### src/rtl/integer_rs_pkg.sv
// integer_rs_pkg
//   Shared definitions for the reservation stations:
//   - RS_* destination codes that dispatch uses to tag packets
//   - INT_PKT_W and int_rs_entry_t, the layout of one integer packet
//     {aluop[72:69], rd[68:64], op1[63:32], op2[31:0]}
package integer_rs_pkg;

   localparam int INT_PKT_W = 73;

   localparam logic [2:0] RS_INTEGER    = 3'd1;
   localparam logic [2:0] RS_LOAD_STORE = 3'd2;
   localparam logic [2:0] RS_BRANCH     = 3'd3;

   typedef struct packed {
      logic [3:0]  aluop;   // {funct3, funct7[5] or 0}
      logic [4:0]  rd;
      logic [31:0] op1;
      logic [31:0] op2;
   } int_rs_entry_t;

endpackage

### src/rtl/integer_rs_if.sv
// integer_rs_if
//   Bundles the dispatch-side and ALU-side signals of the integer
//   reservation station.
//   Handshakes:
//   - Dispatch: a packet transfers on a clock edge where in_valid=1,
//     rs_destination=RS_INTEGER, full=0 and kill=0. A refused packet is
//     held stable by dispatch and retried.
//   - ALU: the head transfers on a clock edge where issue_valid=1,
//     issue_ready=1 and kill=0. issue_* stays stable while issue_ready=0.
//   Modports:
//   - slave:  the reservation station
//   - master: dispatch + ALU (the environment)
interface integer_rs_if #(
   parameter int DEPTH = 4,
   parameter int CW    = $clog2(DEPTH + 1)
);
   import integer_rs_pkg::*;

   logic                 kill;
   logic                 in_valid;
   logic [2:0]           rs_destination;
   logic [INT_PKT_W-1:0] rs_integer;
   logic                 full;
   logic [CW-1:0]        count;
   logic                 issue_valid;
   logic                 issue_ready;
   logic [3:0]           issue_aluop;
   logic [4:0]           issue_rd;
   logic [31:0]          issue_op1;
   logic [31:0]          issue_op2;

   modport slave (
      input  kill, in_valid, rs_destination, rs_integer, issue_ready,
      output full, count, issue_valid, issue_aluop, issue_rd, issue_op1, issue_op2
   );

   modport master (
      output kill, in_valid, rs_destination, rs_integer, issue_ready,
      input  full, count, issue_valid, issue_aluop, issue_rd, issue_op1, issue_op2
   );
endinterface

### src/rtl/integer_rs_queue_ctrl.sv
// rs_queue_ctrl
//   Pointer/occupancy control for an in-order reservation-station queue.
//   It owns no storage, so every station can reuse it.
//   Ports:
//     clk, reset    clock, asynchronous active-high reset
//     i_kill        synchronous flush of head/tail/count
//     i_push_req    a packet for this station is offered
//     i_pop_req     consumer ready for the head entry
//     o_acc         write the offered packet at o_tail this cycle
//     o_full        count == DEPTH
//     o_valid       count != 0
//     o_head        read pointer
//     o_tail        write pointer
//     o_count       occupancy
module rs_queue_ctrl #(
   parameter int DEPTH = 4,
   parameter int CW    = $clog2(DEPTH + 1),
   localparam int AW   = $clog2(DEPTH)
) (
   input  logic          clk,
   input  logic          reset,
   input  logic          i_kill,
   input  logic          i_push_req,
   input  logic          i_pop_req,
   output logic          o_acc,
   output logic          o_full,
   output logic          o_valid,
   output logic [AW-1:0] o_head,
   output logic [AW-1:0] o_tail,
   output logic [CW-1:0] o_count
);

   logic [AW-1:0] r_head;
   logic [AW-1:0] r_tail;
   logic [CW-1:0] r_count;
   logic          w_full;
   logic          w_valid;
   logic          w_acc;
   logic          w_pop;

   // Full and empty are told apart only by count; the pointers simply wrap.
   assign w_full  = (r_count == CW'(DEPTH));
   assign w_valid = (r_count != '0);
   // Full refuses even when a pop happens in the same cycle (no pass-through).
   assign w_acc   = i_push_req && !w_full && !i_kill;
   assign w_pop   = w_valid && i_pop_req && !i_kill;

   always_ff @(posedge clk or posedge reset) begin
      if (reset) begin
         r_head  <= '0;
         r_tail  <= '0;
         r_count <= '0;
      end else if (i_kill) begin
         r_head  <= '0;
         r_tail  <= '0;
         r_count <= '0;
      end else begin
         if (w_acc) r_tail <= r_tail + AW'(1);
         if (w_pop) r_head <= r_head + AW'(1);
         case ({w_acc, w_pop})
            2'b10:   r_count <= r_count + CW'(1);
            2'b01:   r_count <= r_count - CW'(1);
            default: r_count <= r_count;
         endcase
      end
   end

   assign o_acc   = w_acc;
   assign o_full  = w_full;
   assign o_valid = w_valid;
   assign o_head  = r_head;
   assign o_tail  = r_tail;
   assign o_count = r_count;

endmodule

### src/rtl/integer_rs.sv
// integer_rs
//   Integer reservation station: buffers RS_INTEGER packets from dispatch
//   in a circular FIFO and issues them in order to the integer ALU.
//   A packet accepted in cycle N is visible at issue in cycle N+1.
//   Ports:
//     clk    clock
//     reset  asynchronous active-high reset (issue_valid drops at once)
//     bus    integer_rs_if.slave: kill, dispatch packet in, full/count
//            back to dispatch, issue handshake and fields to the ALU
module integer_rs
   import integer_rs_pkg::*;
#(
   parameter int DEPTH = 4,
   parameter int CW    = $clog2(DEPTH + 1),
   localparam int AW   = $clog2(DEPTH)
) (
   input  logic        clk,
   input  logic        reset,
   integer_rs_if.slave bus
);

   logic          w_push_req;
   logic          w_acc;
   logic          w_full;
   logic          w_valid;
   logic [AW-1:0] w_head;
   logic [AW-1:0] w_tail;
   logic [CW-1:0] w_count;
   int_rs_entry_t w_head_entry;

   // Entry storage is deliberately not reset; validity lives in the count.
   int_rs_entry_t r_mem [DEPTH];

   assign w_push_req = bus.in_valid && (bus.rs_destination == RS_INTEGER);

   rs_queue_ctrl #(
      .DEPTH (DEPTH),
      .CW    (CW)
   ) u_ctrl (
      .clk        (clk),
      .reset      (reset),
      .i_kill     (bus.kill),
      .i_push_req (w_push_req),
      .i_pop_req  (bus.issue_ready),
      .o_acc      (w_acc),
      .o_full     (w_full),
      .o_valid    (w_valid),
      .o_head     (w_head),
      .o_tail     (w_tail),
      .o_count    (w_count)
   );

   always_ff @(posedge clk) begin
      if (w_acc) r_mem[w_tail] <= bus.rs_integer;
   end

   // Stale storage must never leak out: fields are zero when nothing is valid.
   always_comb begin
      w_head_entry = '0;
      if (w_valid) w_head_entry = r_mem[w_head];
   end

   assign bus.full        = w_full;
   assign bus.count       = w_count;
   assign bus.issue_valid = w_valid;
   assign bus.issue_aluop = w_head_entry.aluop;
   assign bus.issue_rd    = w_head_entry.rd;
   assign bus.issue_op1   = w_head_entry.op1;
   assign bus.issue_op2   = w_head_entry.op2;

endmodule

### src/flat_wrapper.sv
// flat-port wrapper written by rule: the top's interface ports become plain ports
module integer_rs_flat import integer_rs_pkg::*;
#(
   parameter int DEPTH = 4,
   parameter int CW    = $clog2(DEPTH + 1),
   localparam int AW   = $clog2(DEPTH)
)
  (clk, reset, bus_kill, bus_in_valid, bus_rs_destination, bus_rs_integer, bus_issue_ready, bus_full, bus_count, bus_issue_valid, bus_issue_aluop, bus_issue_rd, bus_issue_op1, bus_issue_op2);
  integer_rs_if #(.DEPTH(DEPTH), .CW(CW)) bus_i ();
  input  logic clk;
  input  logic reset;
  input wire logic [$bits(bus_i.kill)-1:0] bus_kill;
  input wire logic [$bits(bus_i.in_valid)-1:0] bus_in_valid;
  input wire logic [$bits(bus_i.rs_destination)-1:0] bus_rs_destination;
  input wire logic [$bits(bus_i.rs_integer)-1:0] bus_rs_integer;
  input wire logic [$bits(bus_i.issue_ready)-1:0] bus_issue_ready;
  output wire logic [$bits(bus_i.full)-1:0] bus_full;
  output wire logic [$bits(bus_i.count)-1:0] bus_count;
  output wire logic [$bits(bus_i.issue_valid)-1:0] bus_issue_valid;
  output wire logic [$bits(bus_i.issue_aluop)-1:0] bus_issue_aluop;
  output wire logic [$bits(bus_i.issue_rd)-1:0] bus_issue_rd;
  output wire logic [$bits(bus_i.issue_op1)-1:0] bus_issue_op1;
  output wire logic [$bits(bus_i.issue_op2)-1:0] bus_issue_op2;
  assign bus_i.kill = bus_kill;
  assign bus_i.in_valid = bus_in_valid;
  assign bus_i.rs_destination = bus_rs_destination;
  assign bus_i.rs_integer = bus_rs_integer;
  assign bus_i.issue_ready = bus_issue_ready;
  assign bus_full = bus_i.full;
  assign bus_count = bus_i.count;
  assign bus_issue_valid = bus_i.issue_valid;
  assign bus_issue_aluop = bus_i.issue_aluop;
  assign bus_issue_rd = bus_i.issue_rd;
  assign bus_issue_op1 = bus_i.issue_op1;
  assign bus_issue_op2 = bus_i.issue_op2;
  integer_rs #(.DEPTH(DEPTH), .CW(CW)) u_core (.clk(clk), .reset(reset), .bus(bus_i));
endmodule
### config.mk
export PLATFORM = sky130hd
export DESIGN_NAME = integer_rs_flat
export DESIGN_NICKNAME = d
export VERILOG_FILES = /design/src/rtl/integer_rs_pkg.sv /design/src/rtl/integer_rs_if.sv /design/src/rtl/integer_rs_queue_ctrl.sv /design/src/rtl/integer_rs.sv /design/src/flat_wrapper.sv
export SDC_FILE = /design/constraint.sdc
export NUM_CORES = 1
export LEC_CHECK = 0
export CAP_MARGIN = 25
export CORE_MARGIN = 5
export CORE_UTILIZATION = 55
export DETAILED_ROUTE_END_ITERATION = 16
export HOLD_SLACK_MARGIN = 0.06
export PLACE_DENSITY_LB_ADDON = 0.15
export SLEW_MARGIN = 20
export SYNTH_ARGS = -nofsm -noshare
export SYNTH_HDL_FRONTEND = slang
export SYNTH_SLANG_ARGS = --single-unit
### constraint.sdc
create_clock -name clk -period 4.45 [get_ports clk]
set_input_delay 0.445 -clock clk [delete_from_list [all_inputs] [get_ports clk]]
set_output_delay 0.445 -clock clk [all_outputs]
set_load 0.02 [all_outputs]
==> results by group <==
Outcome
  • Outcome: finished clean

Routing
  • Iter 0 DRT Violations: ~350
  • Drt total wl: 21.4 mm
  • Vias: 5531
  • DRC Markers: 0
  • Drt wl/cell: around 22 um
  • Post-DR vias/cell: 5.60
  • First-pass DRT Iterations: 4
  • Post-DRT Antenna Nets: 0

Power
  • PwrDens: 463 mW/mm^2
  • Leakage: between 4 and 5 nW
  • Final Power: between 6 and 7 mW
  • VDD IR max: approximately 380 uV

Clock tree
  • Clk slew on worst S/H paths: around 0.060 ns
  • CTS tree: built
  • Clock root cell: clkbuf_16
  • CTS Buffer Depth: 3
  • CTS buffer count: 30
  • Setup Buffers After CTS: 0
  • # clock sinks: about 300
  • Clk_lat worst skew: about 0.53 ns
  • CTS H-tree lvls: 1
  • Cts repair resizes: 0
  • Hold buffers post-CTS: 0

Floorplan
  • Row cnt: 53
  • Die height: ~150 um
  • Starting density of the core: 55.3%
  • Core Region: approximately 0.021 sq mm
  • Io pins: between 150 and 200
  • DIE WIDTH: 155 um
  • Die area: 0.0240 sq mm

Global route
  • Vias in the first global route: ~6000
  • Antenna violations before repair: 1
  • Largest net degree at the start of global routing: between 70 and 80
  • First-pass GRT wire length: between 30 and 40 mm
  • All-Layer GR Usage: a little under a fifth
  • GRT overflow: 0

STA
  • TNS Setup: 0 ns
  • Final Worst Setup Slack: about 0.95 ns
  • Max Clk Rate: 286 MHz
  • Unrepaired setup endpoints after global routing: false
  • Clock Skews: ~0.012 ns
  • Period utilization: between 70% and 80%
  • WHS: 0.172 ns
  • Final setup viols: 0
  • Max Slew Vio Count: 0
  • Worst-Margin Slew: between 0.8 and 0.9 ns
  • Final hold violations: 0
  • Worst slew margin: between 40% and 50%
  • Final critical-path required period: ~3.5 ns

Yosys
  • Most common cell in the netlist: edfxtp_1
  • Asr flop ratio synth: under 10%
  • Synth top cells by count: edfxtp_1 (292), and2_1 (78), mux4_2 (73)
  • Syn_nets: around 600
  • Mapped Cells: between 500 and 600
  • Synth Flop Type: edfxtp_1
  • Register area share after synthesis: approximately 77%
  • Register bit count reported by yosys: around 300
  • Post-synth top area cell: edfxtp_1
  • Mean area per synthesized cell: ~22 sq um
  • Post-synth EDFFs: a little under 300
  • Unique masters post-synth: 32
  • Yosys top cell area share: about three quarters
  • Synthesis Warnings: 0
  • Mapped cell area: between 0.01 and 0.015 sq mm
  • Synth area leaders: edfxtp_1 (76%), mux4_2 (14%), and2_1 (4.2%)

Critical path
  • Crit-path cells: buf_4 > mux4_2 > and2_1 > clkdlybuf4s50_1
  • Worst-path fanout max: 29
  • Worst r2r src: u_core.u_ctrl.o_count[1]
  • Crit-path slowest cell: dfrtp_4
  • WP data required: between 4 and 5 ns
  • Reg2reg end: u_core.u_ctrl.o_count[2]
  • CP Launch Type: flip-flop
  • Crit path kind: reg -> out
  • R2r setup slk: around 1.5 ns
  • Crit. End Element: output port
  • R2R cell count: 7
  • CP Data Arrival Time: just over 3 ns
  • Crit-path max cell delay: 0.82 ns
  • Worst Setup SP: u_core.u_ctrl.o_head[0]

Run
  • Max-Cap Viols: 0

Placement
  • Placed Cells: 931
  • Port Buf Inserts: between 150 and 200
  • DP HPWL: about 13 mm
  • Setup WS pre-CTS: roughly 1.4 ns
  • RePlAce Congestion: approximately 0.7
  • DP Area: around 0.014 sq mm

Hold path
  • Worst Hold Class: in -> async

Final layout
  • Layout cells sized above 1: roughly a fifth
  • Post-layout nets: ~770
  • Final core occ: between 60 and 70%
  • Filler Cell Count: roughly 1300
  • Post-Layout Cell Count: about 990
  • Area delta synth->final: 25.5%
  • Final instance area: 0.0145 sq mm
[layer usage]
layer  track usage (%)  vias up  wire length, um
li1                  -     2450                -
met5                 0        -                0
met4              4.75        0              451
met2              31.2      166            11100
met3              4.48       31             1360
met1              23.7     2884             8500
[how the worst max path moves through the flow]
stage,endpoint,cells after the start
after global placement,bus_issue_op2[19],4
after floorplan,u_core.r_mem[0][0],4
after global routing,bus_issue_op2[8],4
final,bus_issue_op2[30],4
after detailed placement,bus_issue_op2[30],4
after CTS,bus_issue_op2[30],4
[critical path, delay by kind of cell (launching register included)]
kind                   cells  cell delay, ns
multiplexers               1            0.55
AND/OR/NAND/NOR            1            0.17
buffers and inverters      2            0.97
flip-flops                 1            0.82
[layout by cell type, fill, tap and decap left out, types with 2 or more instances in the layout]
cell type,n
clkinv_1,7
inv_1,3
bufinv_16,4
clkbuf_16,31
a21oi_1,2
nor2_1,5
dfrtp_1,5
nand2b_1,3
dfrtp_4,2
clkbuf_1,8
mux4_2,73
ha_1,4
clkinvlp_4,3
and2_4,4
mux2i_1,2
buf_12,5
xor2_1,2
buf_16,2
and2_1,74
edfxtp_1,292
nor3_1,2
clkdlybuf4s50_1,158
[registers in the layout, indices dropped and copies added, names as in the netlist]
name                   cells
u_core.r_mem             292
u_core.u_ctrl.o_tail       2
u_core.u_ctrl.o_head       2
u_core.u_ctrl.o_count      3
[layout make-up]
type                            count  area, sq um  area share [%]
Sequential cell                   299         8950            61.7
Multi-Input combinational cell    188         2460            17.0
Timing Repair Buffer              166         1740            12.0
Clock buffer                       39          806            5.55
Tap cell                          275          344            2.37
Clock inverter                     16          185            1.28
Inverter                            3         11.3          0.0776
Antenna cell                        1         2.50          0.0172
[power by group]
part,switching [mW],internal [mW]
Sequential,0.0485,3.11
Combinational,0.522,0.568
Clock,0.973,1.50
Total,1.54,5.18
[cells by family (layout without fill, tap and decap cells)]
logic type,count (synthesis),count (layout),share of synthesized area (%)
adders and majority gates,5,5,0.606
muxes,76,76,14.5
DFF,299,299,77.4
and+or+nand+nor,96,96,5.29
other,0,1,0
AOI/OAI and AO/OA,7,7,0.465
buffers and inverters,28,224,1.41
xor gates and xnor gates,4,4,0.368
Note: power is estimated with default switching activity, not from simulation.
